**config.mk**
```make
export PLATFORM = sky130hd
export DESIGN_NAME = uart_frame_decoder
export DESIGN_NICKNAME = d
export VERILOG_FILES = /design/src/rtl/uart_frame_decoder.sv
export SDC_FILE = /design/constraint.sdc
export NUM_CORES = 1
export LEC_CHECK = 0
export ABC_AREA = 1
export BUFFER_PORTS_ARGS = -buffer_cell sky130_fd_sc_hd__buf_2
export CAP_MARGIN = 20
export CORE_MARGIN = 3
export CORE_UTILIZATION = 65
export CTS_BUF_LIST = sky130_fd_sc_hd__clkbuf_2 sky130_fd_sc_hd__clkbuf_4 sky130_fd_sc_hd__clkbuf_8
export CTS_CLUSTER_DIAMETER = 40
export DETAILED_ROUTE_END_ITERATION = 6
export PLACE_DENSITY = 0.83
export SLEW_MARGIN = 5
export SYNTH_ARGS = -nofsm -noshare
export SYNTH_HDL_FRONTEND = slang
export SYNTH_SLANG_ARGS = --single-unit
```
**constraint.sdc**
```tcl
create_clock -name clk -period 4.65 [get_ports clk]
set_clock_uncertainty 0.05 [all_clocks]
set_input_delay 0.93 -clock clk [delete_from_list [all_inputs] [get_ports clk]]
set_output_delay 0.93 -clock clk [all_outputs]
set_load 0.05 [all_outputs]
```
**src/rtl/uart_frame_decoder.sv**
```systemverilog
// Frame decoder behind a UART receiver: SOF, LEN, payload, XOR checksum.
// Buffers a verified payload and streams it out over valid/ready with a last marker.
module uart_frame_decoder #(
    parameter logic [7:0] SOF_BYTE     = 8'hA5,
    parameter int         MAX_LEN      = 16,
    parameter int         TIMEOUT_CLKS = 1000
) (
    input  logic       clk,
    input  logic       rst_n,
    input  logic       dataValid,
    input  logic [7:0] Bite,
    output logic [7:0] outData,
    output logic       outValid,
    input  logic       outReady,
    output logic       outLast,
    output logic       frameOk,
    output logic       frameErr,
    output logic [2:0] errCode
);

    localparam int IW = $clog2(MAX_LEN + 1);
    localparam int AW = (MAX_LEN > 1) ? $clog2(MAX_LEN) : 1;
    localparam int TW = (TIMEOUT_CLKS > 1) ? $clog2(TIMEOUT_CLKS) : 1;

    localparam logic [7:0]    MAX_LEN_B = 8'(MAX_LEN);
    localparam logic [IW-1:0] ONE_IW    = IW'(1);
    localparam logic [TW-1:0] ONE_TW    = TW'(1);
    localparam logic [TW-1:0] TMO_LAST  = TW'(TIMEOUT_CLKS - 1);

    localparam logic [2:0] ERR_LEN     = 3'd1;
    localparam logic [2:0] ERR_CSUM    = 3'd2;
    localparam logic [2:0] ERR_TIMEOUT = 3'd3;
    localparam logic [2:0] ERR_OVERRUN = 3'd4;

    typedef enum logic [2:0] {
        S_IDLE    = 3'd0,
        S_LEN     = 3'd1,
        S_PAYLOAD = 3'd2,
        S_CHECK   = 3'd3,
        S_DRAIN   = 3'd4
    } state_t;

    state_t        state_q, state_d;
    logic [IW-1:0] len_q, len_d;
    logic [IW-1:0] wr_idx_q, wr_idx_d;
    logic [IW-1:0] rd_idx_q, rd_idx_d;
    logic [7:0]    csum_q, csum_d;
    logic [TW-1:0] tmo_q, tmo_d;
    logic [7:0]    out_data_q, out_data_d;
    logic          out_valid_q, out_valid_d;
    logic          out_last_q, out_last_d;
    logic          frame_ok_q, frame_ok_d;
    logic          frame_err_q, frame_err_d;
    logic [2:0]    err_code_q, err_code_d;

    logic [7:0]    mem_q [MAX_LEN];
    logic          mem_we_s;

    logic          in_frame_s;
    logic          tmo_hit_s;
    logic          len_bad_s;
    logic          pay_last_s;
    logic          csum_ok_s;
    logic          xfer_s;
    logic [IW-1:0] rd_nxt_s;

    assign in_frame_s = (state_q == S_LEN) || (state_q == S_PAYLOAD) || (state_q == S_CHECK);
    // A byte arriving in the terminal-count cycle takes precedence over the timeout.
    assign tmo_hit_s  = in_frame_s && !dataValid && (tmo_q == TMO_LAST);
    assign len_bad_s  = (Bite == 8'd0) || (Bite > MAX_LEN_B);
    assign pay_last_s = (wr_idx_q == (len_q - ONE_IW));
    assign csum_ok_s  = (Bite == csum_q);
    assign xfer_s     = out_valid_q && outReady;
    assign rd_nxt_s   = rd_idx_q + ONE_IW;

    // State register.
    always_ff @(posedge clk) begin
        if (!rst_n) begin
            state_q <= S_IDLE;
        end else begin
            state_q <= state_d;
        end
    end

    // Next-state logic.
    always_comb begin
        state_d = state_q;
        case (state_q)
            S_IDLE: begin
                if (dataValid && (Bite == SOF_BYTE)) state_d = S_LEN;
                else                                 state_d = S_IDLE;
            end
            S_LEN: begin
                if (dataValid)      state_d = len_bad_s ? S_IDLE : S_PAYLOAD;
                else if (tmo_hit_s) state_d = S_IDLE;
                else                state_d = S_LEN;
            end
            S_PAYLOAD: begin
                if (dataValid)      state_d = pay_last_s ? S_CHECK : S_PAYLOAD;
                else if (tmo_hit_s) state_d = S_IDLE;
                else                state_d = S_PAYLOAD;
            end
            S_CHECK: begin
                if (dataValid)      state_d = csum_ok_s ? S_DRAIN : S_IDLE;
                else if (tmo_hit_s) state_d = S_IDLE;
                else                state_d = S_CHECK;
            end
            S_DRAIN: begin
                if (xfer_s && out_last_q) state_d = S_IDLE;
                else                      state_d = S_DRAIN;
            end
            default: state_d = S_IDLE;
        endcase
    end

    // Datapath and registered-output next values.
    always_comb begin
        len_d       = len_q;
        wr_idx_d    = wr_idx_q;
        rd_idx_d    = rd_idx_q;
        csum_d      = csum_q;
        tmo_d       = tmo_q;
        out_data_d  = out_data_q;
        out_valid_d = out_valid_q;
        out_last_d  = out_last_q;
        frame_ok_d  = 1'b0;
        frame_err_d = 1'b0;
        err_code_d  = err_code_q;
        mem_we_s    = 1'b0;

        if (in_frame_s) begin
            if (dataValid)      tmo_d = '0;
            else if (tmo_hit_s) tmo_d = '0;
            else                tmo_d = tmo_q + ONE_TW;
        end else begin
            tmo_d = tmo_q;
        end

        if (tmo_hit_s) begin
            frame_err_d = 1'b1;
            err_code_d  = ERR_TIMEOUT;
        end else begin
            frame_err_d = 1'b0;
        end

        case (state_q)
            S_IDLE: begin
                if (dataValid && (Bite == SOF_BYTE)) begin
                    csum_d = 8'd0;
                    tmo_d  = '0;
                end else begin
                    csum_d = csum_q;
                end
            end
            S_LEN: begin
                if (dataValid && len_bad_s) begin
                    frame_err_d = 1'b1;
                    err_code_d  = ERR_LEN;
                end else if (dataValid) begin
                    len_d    = Bite[IW-1:0];
                    csum_d   = Bite;
                    wr_idx_d = '0;
                end else begin
                    len_d = len_q;
                end
            end
            S_PAYLOAD: begin
                if (dataValid) begin
                    mem_we_s = 1'b1;
                    csum_d   = csum_q ^ Bite;
                    wr_idx_d = wr_idx_q + ONE_IW;
                end else begin
                    mem_we_s = 1'b0;
                end
            end
            S_CHECK: begin
                if (dataValid && csum_ok_s) begin
                    out_valid_d = 1'b1;
                    out_data_d  = mem_q[{AW{1'b0}}];
                    out_last_d  = (len_q == ONE_IW);
                    rd_idx_d    = '0;
                end else if (dataValid) begin
                    frame_err_d = 1'b1;
                    err_code_d  = ERR_CSUM;
                end else begin
                    out_valid_d = out_valid_q;
                end
            end
            S_DRAIN: begin
                // Bytes arriving while draining are dropped; the buffer is untouched.
                if (dataValid) begin
                    frame_err_d = 1'b1;
                    err_code_d  = ERR_OVERRUN;
                end else begin
                    err_code_d = err_code_q;
                end
                if (xfer_s && out_last_q) begin
                    out_valid_d = 1'b0;
                    out_last_d  = 1'b0;
                    frame_ok_d  = 1'b1;
                end else if (xfer_s) begin
                    rd_idx_d   = rd_nxt_s;
                    out_data_d = mem_q[rd_nxt_s[AW-1:0]];
                    out_last_d = (rd_nxt_s == (len_q - ONE_IW));
                end else begin
                    out_data_d = out_data_q;
                end
            end
            default: begin
                out_valid_d = 1'b0;
                out_last_d  = 1'b0;
            end
        endcase
    end

    // Datapath and output registers.
    always_ff @(posedge clk) begin
        if (!rst_n) begin
            len_q       <= '0;
            wr_idx_q    <= '0;
            rd_idx_q    <= '0;
            csum_q      <= 8'd0;
            tmo_q       <= '0;
            out_data_q  <= 8'd0;
            out_valid_q <= 1'b0;
            out_last_q  <= 1'b0;
            frame_ok_q  <= 1'b0;
            frame_err_q <= 1'b0;
            err_code_q  <= 3'd0;
        end else begin
            len_q       <= len_d;
            wr_idx_q    <= wr_idx_d;
            rd_idx_q    <= rd_idx_d;
            csum_q      <= csum_d;
            tmo_q       <= tmo_d;
            out_data_q  <= out_data_d;
            out_valid_q <= out_valid_d;
            out_last_q  <= out_last_d;
            frame_ok_q  <= frame_ok_d;
            frame_err_q <= frame_err_d;
            err_code_q  <= err_code_d;
        end
    end

    // Payload buffer; contents survive reset.
    always_ff @(posedge clk) begin
        if (rst_n && mem_we_s) begin
            mem_q[wr_idx_q[AW-1:0]] <= Bite;
        end
    end

    assign outData  = out_data_q;
    assign outValid = out_valid_q;
    assign outLast  = out_last_q;
    assign frameOk  = frame_ok_q;
    assign frameErr = frame_err_q;
    assign errCode  = err_code_q;

endmodule

```
* Word level (Yosys, flattened, before mapping)
Memory sizes are Yosys's and may differ from the RTL's. Cells that the tools add are included.
Cells by class: $add $sub $neg 4, multiply operators 0, divide/modulo/power cells 0, order comparisons 1, equal/unequal tests 20, shifts and indexed selects 0, muxes and demuxes 57, bitwise operators 3, reductions and logical operators 25
Operator list (number):
- 8-bit two-way mux | 7
- 10-bit two-way mux | 5
- 5-bit two-way mux | 6
- 3-bit two-way mux | 8
- 8-bit one-hot mux with 3 select lines | 1
- 5-bit one-hot mux with 2 select lines | 2
- 1-bit two-way mux | 17
- 2-bit != test, second input constant | 8
- 8-bit one-hot mux with 2 select lines | 1
- 3-bit one-hot mux with 5 select lines | 1
- 10-bit by 1-bit adder with 10-bit output, second input constant | 1
- 5-bit by 1-bit adder with 5-bit output, second input constant | 2
- 10-bit == test, second input constant | 1
- 5-bit == test | 2
- 2-bit two-way mux | 5
- 1-bit one-hot mux with 3 select lines | 3
- 3-bit one-hot mux with 3 select lines | 1
- 3-bit AND reduction | 3
- 8-bit == test | 1
- 8-bit == test, second input constant | 1
- 8-bit by 5-bit greater-than comparator with 1-bit output, second input constant | 1
- 1-bit logical AND | 8
- 8-bit logical NOT | 1
- 4-bit AND reduction | 2
- 17 further kinds | 22
Word-level totals: register bits 51, latch bits 0, bits in writable memories 128, bits in read-only memories 0, input port bits 12, output and inout port bits 15, logic and storage cells 123, memories 1
Memories:
- mem_q | depth 16, bits a word 8, read ports 2, clocked after memory_dff 0, wr ports 1, line 56 | logic [7:0] mem_q [MAX_LEN];

* Depth between registers and ports, before layout
depth after elaboration 10, depth in mapped cells 14, depth with buffers taken out 12

* Worst setup path after synthesis
No wires, ideal clock.
kind in2reg, start point input dataValid, end point memory mem_q[0][0] (enable), setup time 0.370 ns, data arrival time 2.106 ns, required time 4.230 ns, path slack 2.124 ns, stages 7, path through clkbuf_2 > inv_1 > nor2_1 > inv_1 > nor2_1 > nand2_1 > nor2_1
Between the ends: cells in the longest elaborated chain, start to end 5
RTL lines:
- start: declaration | line 10 | input logic dataValid,
- 1-bit two-way mux | line 168 | if (dataValid) begin
- 1-bit two-way mux | line 146 | case (state_q)
- 1-bit logical AND | line 247 | if (rst_n && mem_we_s) begin
- 1-bit two-way mux | line 247
- 1-bit two-way mux (implied by the code) | line 248 | mem_q[wr_idx_q[AW-1:0]] <= Bite;
- end: declaration | line 56
No other way between the ends.

* Worst setup path in the final report
start point register rd_idx_q[0], end point register out_data_q[7] (netlist: outData[7])
Between the ends: cells in the longest elaborated chain, start to end 5
RTL lines:
- start: declaration | line 46 | logic [IW-1:0] rd_idx_q, rd_idx_d;
- start signal: assignment | line 233 | rd_idx_q <= rd_idx_d;
- 5-bit by 1-bit adder with 5-bit output | line 74 | assign rd_nxt_s = rd_idx_q + ONE_IW;
- memory read 16 x 8 bit
- 8-bit two-way mux | line 201 | end else if (xfer_s) begin
- 8-bit two-way mux | line 197 | if (xfer_s && out_last_q) begin
- 8-bit one-hot mux with 2 select lines | line 146
- end signal: assignment | line 236 | out_data_q <= out_data_d;
- end: declaration | line 49 | logic [7:0] out_data_q, out_data_d;
No other way between the ends. The select of a mux whose other input is x is not followed. A chain may end at the register's enable or synchronous reset.

==> run metrics <==
status finished, final reports clean; gr usage total 28.1%; Synth Flop Type edfxtp_1; Post-synth ARST share 0%; multi-input logic area 3000 um2; CTS buffer count 17; unrepaired setup endpoints after global routing false; relative max-transition margin 52.0%; clock sinks 179; f_max 0.383 GHz; critical path class register to register; Switching Share 19.2%; n_diodes 0; hold path cells 2; Syn Nets 1016; final setup vio count 0; Worst Path Arrival 2960 ps; critical path launch point type register; Cell Rows 41; count of different cell masters after synthesis 39; area of the core approximately 13000 um2; clock root buffer clkbuf_8; CP Launch Point rd_idx_q[0]$_SDFFE_PN0P_; reg2reg end outData[7]$_SDFFE_PN0P_; Tcrit/Tclk final around 56%; Die X 122 um; fin nets 1030; clock slew at reported path FFs 90 ps; insertion delay to the later sink of the worst-skew pair between 400 and 500 ps; P&R area growth vs syn 7.39%; DRC 0; H-tree levels 4; area of the mapped netlist 8720 um2; wire per inst 16.6 um; DR vias 6683; Synth Area in Simple Gates 26.6%; Starting DRT DRC Count 867; R2R cell count 12; Final TNS setup 0 ps; CTS hold repair buffers 0; Initial Util 67.7%; total gr overflow 0; most used routing layer in global routing met2; antenna viol nets, final 0; largest family of logic cells by synthesized area simple AND/OR/NAND/NOR gates; Seq cells post-synth roughly 180; Pint between 2 and 2.5 mW; Compound-Gate Fraction of Synth Area under 10%; Crit Path Max Fanout 65; Worst R2R Start rd_idx_q[0]$_SDFFE_PN0P_; Post-Syn Area per Cell 8.75 um2; HP Class register to register; Max-Cap Viols 0; gpl congestion 0.855; layout cells sized above 1 between 10% and 20%; Max clock buf depth 2; final hold violations 0; number of synthesized flops with an enable pin 128; largest net degree at the start of global routing 66; HPWL Detailed about 13000 um; worst-margin pin slew 720 ps; vias in the first global route roughly 6300; Required @ worst endpoint 5000 ps; r2r setup slk 2040 ps; Pwr per Cell Area around 320 nW/um2; yosys warns 0; fillers 927; Post-Syn Instances between 900 and 1000; met1 Use GR 37.3%; Reg power frac a little under three fifths; Hold EP tmo_q[7]$_SDFF_PN0_; peak supply drop 0.214 mV; # Post-CTS Setup Buffers 0; GRT met3 Usage 5.66%; Final min period 2610 ps; Vias/cell 5.59; FF/Latch Area just under 5000 um2; Synth Area in Adders 1.15%; combinational power share roughly 2.0%; Die ar. approximately 15000 um2; initial antenna violation count 0; met2 GRT Util 45.3%; Buffers on Ports 26; Hold Startpoint tmo_q[7]$_SDFF_PN0_; sequential fraction of the synthesis area around 56%; net load switching power 0.576 mW; P_leak 3.95 nW; first-pass GRT wire length 31600 um; I/O pin count 27; total wire length between 15000 and 20000 um; cts repair resizes 0; Die H between 100 and 150 um; Worst setup EP type register; clock share of power roughly 40%; max-slew violation count 0; 1st-pass router iterations 6; CTS tree built; final core utilization 72.7%; Post-Synth XOR/XNOR Area 2.11%; post-synthesis mux area share 0%
## cells by family (layout without fill, tap and decap cells)
| logic type | after synthesis | after routing |
|---|---|---|
| compound gates | 68 | 68 |
| xor+xnor | 18 | 18 |
| fa+ha+maj | 8 | 8 |
| buf+inv | 193 | 220 |
| flops | 179 | 179 |
| simple gates | 530 | 530 |
## power groups by stage
stage	clock, mW	sequential, mW	combinational (mW)
after global placement	0	1.74	0.0566
after floorplan	0	1.74	0.0221
after CTS	1.24	1.70	0.0586
after global routing	1.31	1.70	0.0648
after detailed placement	0	1.74	0.0578
final	1.23	1.70	0.0594
## layout by cell type (no fill, tap or decap), types with 2 or more instances in the layout
cell type | netlist | routed
buf_2 | 17 | 26
a21oi_2 | 9 | 9
clkinv_1 | 2 | 2
nor3_1 | 7 | 7
nand2_1 | 315 | 315
clkinvlp_4 | 0 | 2
clkbuf_4 | 0 | 2
o21ai_0 | 18 | 18
nor2_1 | 67 | 67
o21ai_1 | 3 | 3
nand4_1 | 15 | 15
a31oi_1 | 2 | 2
nand3_1 | 98 | 98
nand3_2 | 21 | 21
a21oi_1 | 25 | 25
clkbuf_8 | 4 | 21
nand2_2 | 3 | 3
edfxtp_1 | 128 | 128
a211oi_1 | 4 | 4
clkinv_2 | 0 | 2
o22ai_1 | 4 | 4
ha_1 | 8 | 8
xor2_1 | 12 | 12
buf_4 | 3 | 4
bufinv_16 | 0 | 5
inv_2 | 9 | 9
dfxtp_1 | 51 | 50
xnor2_1 | 4 | 4
a22o_1 | 2 | 2
inv_1 | 144 | 144
## critical path: stages (launching register included)
cell and delay, ps:
dfxtp_2 420, buf_4 570, inv_2 290, buf_12 270, nand2_1 80, nand3_1 100
nand3_1 110, nand3_1 110, nand2_1 120, nand2_1 70, nand2_1 100, nand2_1 80
a21oi_2 120
## area by class of cell
class	count	share of cell area [%]
well taps	172	2.30
clock buffers	23	3.25
flip-flops and latches	179	52.0
inverters	156	6.31
repair buffers	32	2.22
clock inverters	9	1.87
multi-input cells	624	32.1
## registers in the layout, summed over array words and instances, names as in the netlist
register / cells
rd_idx_q: 5
wr_idx_q: 5
outData: 8
tmo_q: 10
state_q: 3
frameErr: 1
len_q: 5
outValid: 1
csum_q: 8
outLast: 1
frameOk: 1
errCode: 3
mem_q: 128
## metrics by stage
step / setup WS, ps / std cells / power (mW) / cell area [um2] / hold slack, ps
CTS: 1870 / 1193 / 3.00 / 9320 / 400
global route: 1890 / 1195 / 3.08 / 9360 / 437
floorplan: 2120 / 996 / 1.76 / 8720 / 371
detailed placement: 1640 / 1161 / 1.80 / 8840 / 387
finish: 2040 / 1195 / 3.00 / 9360 / 401
global placement: 1710 / 1161 / 1.80 / 8840 / 381
## routing by layer
layer / share of wire (%) / wire length, um
met1: 41 / 8070
met2: 47 / 9430
met3: 8.9 / 1770
met4: 3.1 / 614
met5: 0 / 0
## Yosys cell counts (2+ instances only)
master	count	area (um2)
xor2_1	12	105
buf_6	4	45.0
nor2_1	67	251
xnor2_1	4	35.0
nand2_2	3	18.8
a22o_1	2	17.5
nand3_2	21	210
a211oi_1	4	30.0
nand2_1	315	1180
a31oi_1	2	12.5
clkinv_1	2	7.51
nand3_1	98	490
ha_1	8	100
inv_1	144	541
buf_4	3	22.5
o22ai_1	4	25.0
nand4_1	15	93.8
nor3_1	7	35.0
buf_2	17	85.1
a21oi_1	25	125
clkbuf_1	6	22.5
clkbuf_8	4	55.1
edfxtp_1	128	3840
o21ai_1	3	15.0
o21ai_0	18	90.1
dfxtp_1	51	1020
inv_2	9	33.8
a21oi_2	9	78.8
## worst max-delay path by stage
stage | to | cells after the start | slack, ps
after detailed placement | mem_q[0][2]$_DFFE_PP_ | 7 | 1640
after global placement | mem_q[0][4]$_DFFE_PP_ | 7 | 1710
after floorplan | mem_q[0][0]$_DFFE_PP_ | 7 | 2120
after global routing | outData[4]$_SDFFE_PN0P_ | 12 | 1890
final | outData[7]$_SDFFE_PN0P_ | 12 | 2040
after CTS | outData[7]$_SDFFE_PN0P_ | 12 | 1870
Note: power is estimated with default switching activity, not from simulation.
